`src/rtl/cdc_pkg.sv`:
```
// Shared constants and state type for the req/ack bus-crossing pair.
// Used by both the source-side and destination-side handshake blocks.
package cdc_pkg;

    localparam int CDC_WIDTH   = 8;
    localparam int CDC_CNT_W   = 16;
    localparam int CDC_TMO_CYC = 1023;

    // 2'd3 is unused and treated as illegal.
    typedef enum logic [1:0] {
        ST_IDLE = 2'd0,
        ST_HOLD = 2'd1,
        ST_ACK  = 2'd2
    } cdc_state_e;

    // Width of a saturating timer that must reach cyc; at least 1 bit.
    function automatic int tmo_w(input int cyc);
        return (cyc < 1) ? 1 : $clog2(cyc + 1);
    endfunction

endpackage

```
`src/rtl/cdc_wrap_cnt.sv`:
```
// Free-running wrap-around up-counter with increment enable.
// Counts completed transfers; never saturates.
module cdc_wrap_cnt
    import cdc_pkg::*;
#(
    parameter int CNT_W = CDC_CNT_W
) (
    input  logic             clk,
    input  logic             rst_n,
    input  logic             inc_i,
    output logic [CNT_W-1:0] cnt_o
);

    logic [CNT_W-1:0] cnt_q;
    logic [CNT_W-1:0] cnt_d;

    // Next count: step by one on enable, wrap naturally at the top.
    always_comb begin
        cnt_d = cnt_q;
        if (inc_i) begin
            cnt_d = cnt_q + 1'b1;
        end
    end

    // Count register.
    always_ff @(posedge clk or negedge rst_n) begin
        if (!rst_n) begin
            cnt_q <= '0;
        end else begin
            cnt_q <= cnt_d;
        end
    end

    assign cnt_o = cnt_q;

endmodule

```
`src/rtl/cdc_hs_dst.sv`:
```
// Destination half of a 4-phase req/ack bus crossing.
// Captures the source-held word, hands it downstream, then returns ack.
module cdc_hs_dst
    import cdc_pkg::*;
#(
    parameter int WIDTH   = CDC_WIDTH,
    parameter int CNT_W   = CDC_CNT_W,
    parameter int TMO_CYC = CDC_TMO_CYC
) (
    input  logic             clk,
    input  logic             rst_n,
    input  logic             req_sync,
    input  logic [WIDTH-1:0] src_data,
    output logic             ack,
    output logic             out_valid,
    input  logic             out_ready,
    output logic [WIDTH-1:0] out_data,
    output logic             proto_err,
    output logic             tmo_err,
    output logic [CNT_W-1:0] xfer_cnt
);

    localparam int            TW       = tmo_w(TMO_CYC);
    localparam logic [TW-1:0] TMO_MAX  = TW'(TMO_CYC);
    localparam logic [TW-1:0] TMO_LAST = TW'(TMO_CYC - 1);

    cdc_state_e       state_q, state_d;
    logic             ack_q, ack_d;
    logic             valid_q, valid_d;
    logic [WIDTH-1:0] data_q, data_d;
    logic             perr_q, perr_d;
    logic             tmo_q, tmo_d;
    logic             warned_q, warned_d;
    logic [TW-1:0]    tmr_q, tmr_d;
    logic             xfer_inc;

    assign xfer_inc = (state_q == ST_HOLD) && valid_q && out_ready;

    // Handshake FSM: next state, capture, error pulses and ACK timer.
    always_comb begin
        state_d  = state_q;
        ack_d    = ack_q;
        valid_d  = valid_q;
        data_d   = data_q;
        perr_d   = 1'b0;
        tmo_d    = 1'b0;
        warned_d = warned_q;
        tmr_d    = '0;
        case (state_q)
            ST_IDLE: begin
                ack_d    = 1'b0;
                valid_d  = 1'b0;
                warned_d = 1'b0;
                if (req_sync) begin
                    data_d  = src_data;
                    valid_d = 1'b1;
                    state_d = ST_HOLD;
                end
            end
            ST_HOLD: begin
                // Source dropped req before seeing ack: flag once, still deliver.
                if (!req_sync && !warned_q) begin
                    perr_d   = 1'b1;
                    warned_d = 1'b1;
                end
                if (out_ready) begin
                    valid_d = 1'b0;
                    ack_d   = 1'b1;
                    state_d = ST_ACK;
                end
            end
            ST_ACK: begin
                if (!req_sync) begin
                    ack_d   = 1'b0;
                    state_d = ST_IDLE;
                end else if (TMO_CYC != 0) begin
                    tmr_d = (tmr_q == TMO_MAX) ? tmr_q : tmr_q + 1'b1;
                    if (tmr_q == TMO_LAST) begin
                        tmo_d = 1'b1;
                    end
                end
            end
            default: begin
                state_d  = ST_IDLE;
                ack_d    = 1'b0;
                valid_d  = 1'b0;
                data_d   = '0;
                warned_d = 1'b0;
            end
        endcase
    end

    // State and output registers; reset drops any held word and ack at once.
    always_ff @(posedge clk or negedge rst_n) begin
        if (!rst_n) begin
            state_q  <= ST_IDLE;
            ack_q    <= 1'b0;
            valid_q  <= 1'b0;
            data_q   <= '0;
            perr_q   <= 1'b0;
            tmo_q    <= 1'b0;
            warned_q <= 1'b0;
            tmr_q    <= '0;
        end else begin
            state_q  <= state_d;
            ack_q    <= ack_d;
            valid_q  <= valid_d;
            data_q   <= data_d;
            perr_q   <= perr_d;
            tmo_q    <= tmo_d;
            warned_q <= warned_d;
            tmr_q    <= tmr_d;
        end
    end

    cdc_wrap_cnt #(
        .CNT_W (CNT_W)
    ) u_xfer_cnt (
        .clk   (clk),
        .rst_n (rst_n),
        .inc_i (xfer_inc),
        .cnt_o (xfer_cnt)
    );

    assign ack       = ack_q;
    assign out_valid = valid_q;
    assign out_data  = data_q;
    assign proto_err = perr_q;
    assign tmo_err   = tmo_q;

endmodule

```
`config.mk`:
```
export PLATFORM = sky130hd
export DESIGN_NAME = cdc_hs_dst
export DESIGN_NICKNAME = d
export VERILOG_FILES = /design/src/rtl/cdc_pkg.sv /design/src/rtl/cdc_wrap_cnt.sv /design/src/rtl/cdc_hs_dst.sv
export SDC_FILE = /design/constraint.sdc
export NUM_CORES = 1
export LEC_CHECK = 0
export CORE_ASPECT_RATIO = 1.25
export CORE_MARGIN = 10
export CORE_UTILIZATION = 46
export CTS_CLUSTER_SIZE = 10
export DETAILED_ROUTE_END_ITERATION = 8
export GPL_TIMING_DRIVEN = 0
export PLACE_DENSITY = 0.76
export SLEW_MARGIN = 20
export SYNTH_ARGS = -nofsm -noshare
export SYNTH_HDL_FRONTEND = slang
export SYNTH_SLANG_ARGS = --single-unit
```
`constraint.sdc`:
```
create_clock -name clk -period 1.6 [get_ports clk]
set_input_delay 0.32 -clock clk [delete_from_list [all_inputs] [get_ports clk]]
set_output_delay 0.32 -clock clk [all_outputs]
set_load 0.005 [all_outputs]
```
==> results.toml <==
[run_status]
status = "completed"

[route]
vias_per_cell = 5.36
highest_layer = "met4"
drt_first_pass_iters = 4
met1_length_um = 1830
wl_met3_um = 232
avgRoutedWirePerCell_um = 15.4
dr_wl_met2_um = 2400
drt_iter0_markers = 46
drc = 0
num_vias = 1570
drt-total-wl_um = 4520
antenna_left = 0

[logic_synthesis]
synth.avg_cell_area_um2 = 11.0
yosys_warnings = 0
yosysUniqueCellTypes = 38
synth-xor-area-share_pct = 8.03
syn-cell-area_um2 = 1960
synth_top_family_by_area = "simple AND/OR/NAND/NOR gates"
synth_top_area_cell = "dfrtp_1"
yosysTopAreaCellShare_pct = 52.3
syn_inst = 179
synth_commonest_cells = "41 x dfrtp_1, 17 x xnor2_1, 16 x a22o_1, 16 x nor2_1, 12 x nand2_1"
synth-edff-count = 0
synth_fa_ha_area_share_pct = 4.46
synth_compound_area_share_pct = 13.2
async_flop_share_pct = 100
synth_flop_cell = "dfrtp_1"
yosys.area_share.simple_pct = 17.5
muxShareOfSynthArea_pct = 2.23
synth.most_common_cell = "dfrtp_1"
netlist_top_cells_area = "dfrtp_1 52%, xnor2_1 7.6%, a22o_1 7.1%, ha_1 4.5%, nor2_1 3.1%"
yosys_register_bits = 41
syn_nets = 198
ys_seq_area_share_pct = 52.3

[placed_design]
io_buffer_count = 38
placed_area_um2 = 2430
gp_congestion = 0.861
post-dp-hpwl_um = 3110

[power_and_ir_drop]
p_leak_nw = 1.16
p_int_mw = 2.61
power_mw = 3.71
swShare_pct = 29.7
pwr_density_cell_nw_per_um2 = 1350
sequentialPowerShare_pct = 37.9
power.share.clock_pct = 27.1
power.combinational.fraction_pct = 35.0
ir_drop_mv = 0.968
switching_power_mw = 1.10

[floorplan]
die_y_um = 93.0
die_area_um2 = 7300
start_util_pct = 47.9
die_x_um = 78.4
std_cell_rows = 26
ioPinCount = 40
core_um2 = 4100

[setup_path]
crit_slowest_cell = "clkdlybuf4s50_1"
arrival_ns = 1.23
crit_required_ns = 1.28
crit_family = "buffers and inverters"
crit_path_cell_trace = "clkdlybuf4s50_1"
critical_path_class = "reg -> out"
critPathCaptureType = "output port"
cp_num_cells = 1
critPathMaxStageDelay_ns = 0.52
reg2reg_from = "tmr_q[1]$_DFFE_PN0P_"
crit_fanout = 5
worstReg2RegEnd = "tmr_q[0]$_DFFE_PN0P_"
rrSetupSlack_ns = 0.06
startpoint_type = "flop"
r2r_cells = 5
crit_buf_inv = 1

[clock_network]
cts-root-buf = "clkbuf_8"
clkTransAtPathRegs_ns = 0.08
insertion_delay_ns = 0.30
cts_sinks = 41
cts_tree = "built"
clk_path_buf_depth = 2
cts_made_buffers = 5
htreeDepth = 2

[layout]
final_nets = 255
fin_area_um2 = 2740
drive_gt1_share_pct = 20.3
area_growth_pct = 39.5
antennaDiodeCount = 0

[run]
cap_viol_max_count = 0

[hold_path]
hold_class = "in -> reg"
whs_path_depth = 2
whs_endpoint = "proto_err$_DFF_PN0_"
hold_start = "req_sync"

[sta]
fmax_mhz = 643
final-setup-viol-count = 0
final_max_slew_viol_count = 0
worst_pin_slew_ns = 0.376
maxSlewHeadroom_pct = 74.9
finalCritPeriodShare_pct = 97.1
finalClockSkew_ns = 0.0118
hold_viol_final = 0
tns_ns = 0
fin_crit_ns = 1.55

[global_routing]
grt_start_max_net_pins = 27
antenna_found_initial = 0
grt_pass1_vias = 1586
grtUsageTotal_pct = 12.3
overflow = 0
grt_pass1_wl_um = 7410
## power by group through the flow
stage                     clock network, mW  logic, mW  registers, mW
final                                  1.00       1.30           1.40
after global routing                   1.07       1.41           1.43
after CTS                              1.03       1.19           1.41
after detailed placement                  0       1.11           1.43
after global placement                    0       1.09           1.42
after floorplan                           0      0.591           1.41
## worst register-to-register path, delay by kind of cell (launching register included)
family | cells | cell delay [ns]
simple gates | 3 | 0.61
fa+ha+maj | 1 | 0.19
xor+xnor | 1 | 0.17
flops | 1 | 0.45
## layout make-up
type | count | area, um^2
fill | 307 | 1360
sequential | 41 | 1030
multi-input combinational | 127 | 961
timing repair buffer | 52 | 495
tap | 56 | 70.1
clock buffer | 5 | 68.8
clock inverter | 3 | 68.8
buffer | 3 | 22.5
inverter | 6 | 22.5
## timing repair
item                                    in CTS  in global routing
resized for setup                           13                 12
pin swaps                                    0                  1
setup buffers                                6                  6
hold buffers                                 1                  0
endpoints found under the setup margin      31                 30
hold endpoints to repair                    15                  0
## through the flow
step	std cells	utilization, %	worst slack [ns]	hold slack (ns)
CTS	287	64.7	0.00648	0.245
finish	293	66.8	0.0459	0.252
detailed placement	274	59.2	-0.310	0.257
global placement	273	58.9	-0.843	0.427
global route	293	66.8	-0.0609	0.260
floorplan	179	-	0.0618	0.0244
## layer usage
layer	track usage, %	vias to the layer above
met4	4.94	0
met3	4.41	6
met2	20.7	28
met1	14.0	774
li1	-	762
met5	0	-
## cells by family (layout without fill, tap and decap cells)
group,Yosys count,after routing
AO/OA/AOI/OAI,32,32
multiplexers,4,4
flip-flops,41,41
adder cells (fa/ha/maj),7,7
XOR/XNOR,18,18
AND/OR/NAND/NOR,66,66
buffers and inverters,11,69
## cell usage in the layout, fill, tap and decap left out, types with 4 or more instances in the layout
| cell type | netlist | routed |
|---|---|---|
| a22o_1 | 16 | 16 |
| and3_1 | 4 | 4 |
| buf_4 | 1 | 14 |
| clkbuf_8 | 0 | 5 |
| clkdlybuf4s50_1 | 0 | 37 |
| dfrtp_1 | 41 | 38 |
| ha_1 | 7 | 4 |
| inv_1 | 5 | 4 |
| nand2_1 | 12 | 12 |
| nand3_1 | 9 | 8 |
| nand4_1 | 9 | 9 |
| nor2_1 | 16 | 13 |
| nor3_1 | 5 | 5 |
| xnor2_1 | 17 | 17 |
## registers in the layout (all words and copies together), names as in the netlist
signal / cells
out_valid: 1
state_q: 2
tmo_err: 1
out_data: 8
warned_q: 1
tmr_q: 10
proto_err: 1
u_xfer_cnt.cnt_o: 16
ack: 1
## worst max path at each step
stage	from	end	slack, ns
after global routing	tmr_q[1]$_DFFE_PN0P_	tmr_q[0]$_DFFE_PN0P_	-0.06
after floorplan	state_q[0]$_DFFE_PN0P_	out_data[0]$_DFFE_PN0P_	0.06
after global placement	rst_n	proto_err$_DFF_PN0_	-0.84
after detailed placement	out_ready	u_xfer_cnt.cnt_o[15]$_DFFE_PN0P_	-0.31
final	u_xfer_cnt.cnt_o[0]$_DFFE_PN0P_	xfer_cnt[0]	0.05
after CTS	u_xfer_cnt.cnt_o[12]$_DFFE_PN0P_	xfer_cnt[12]	0.006
(Power assumes the default switching activity.)
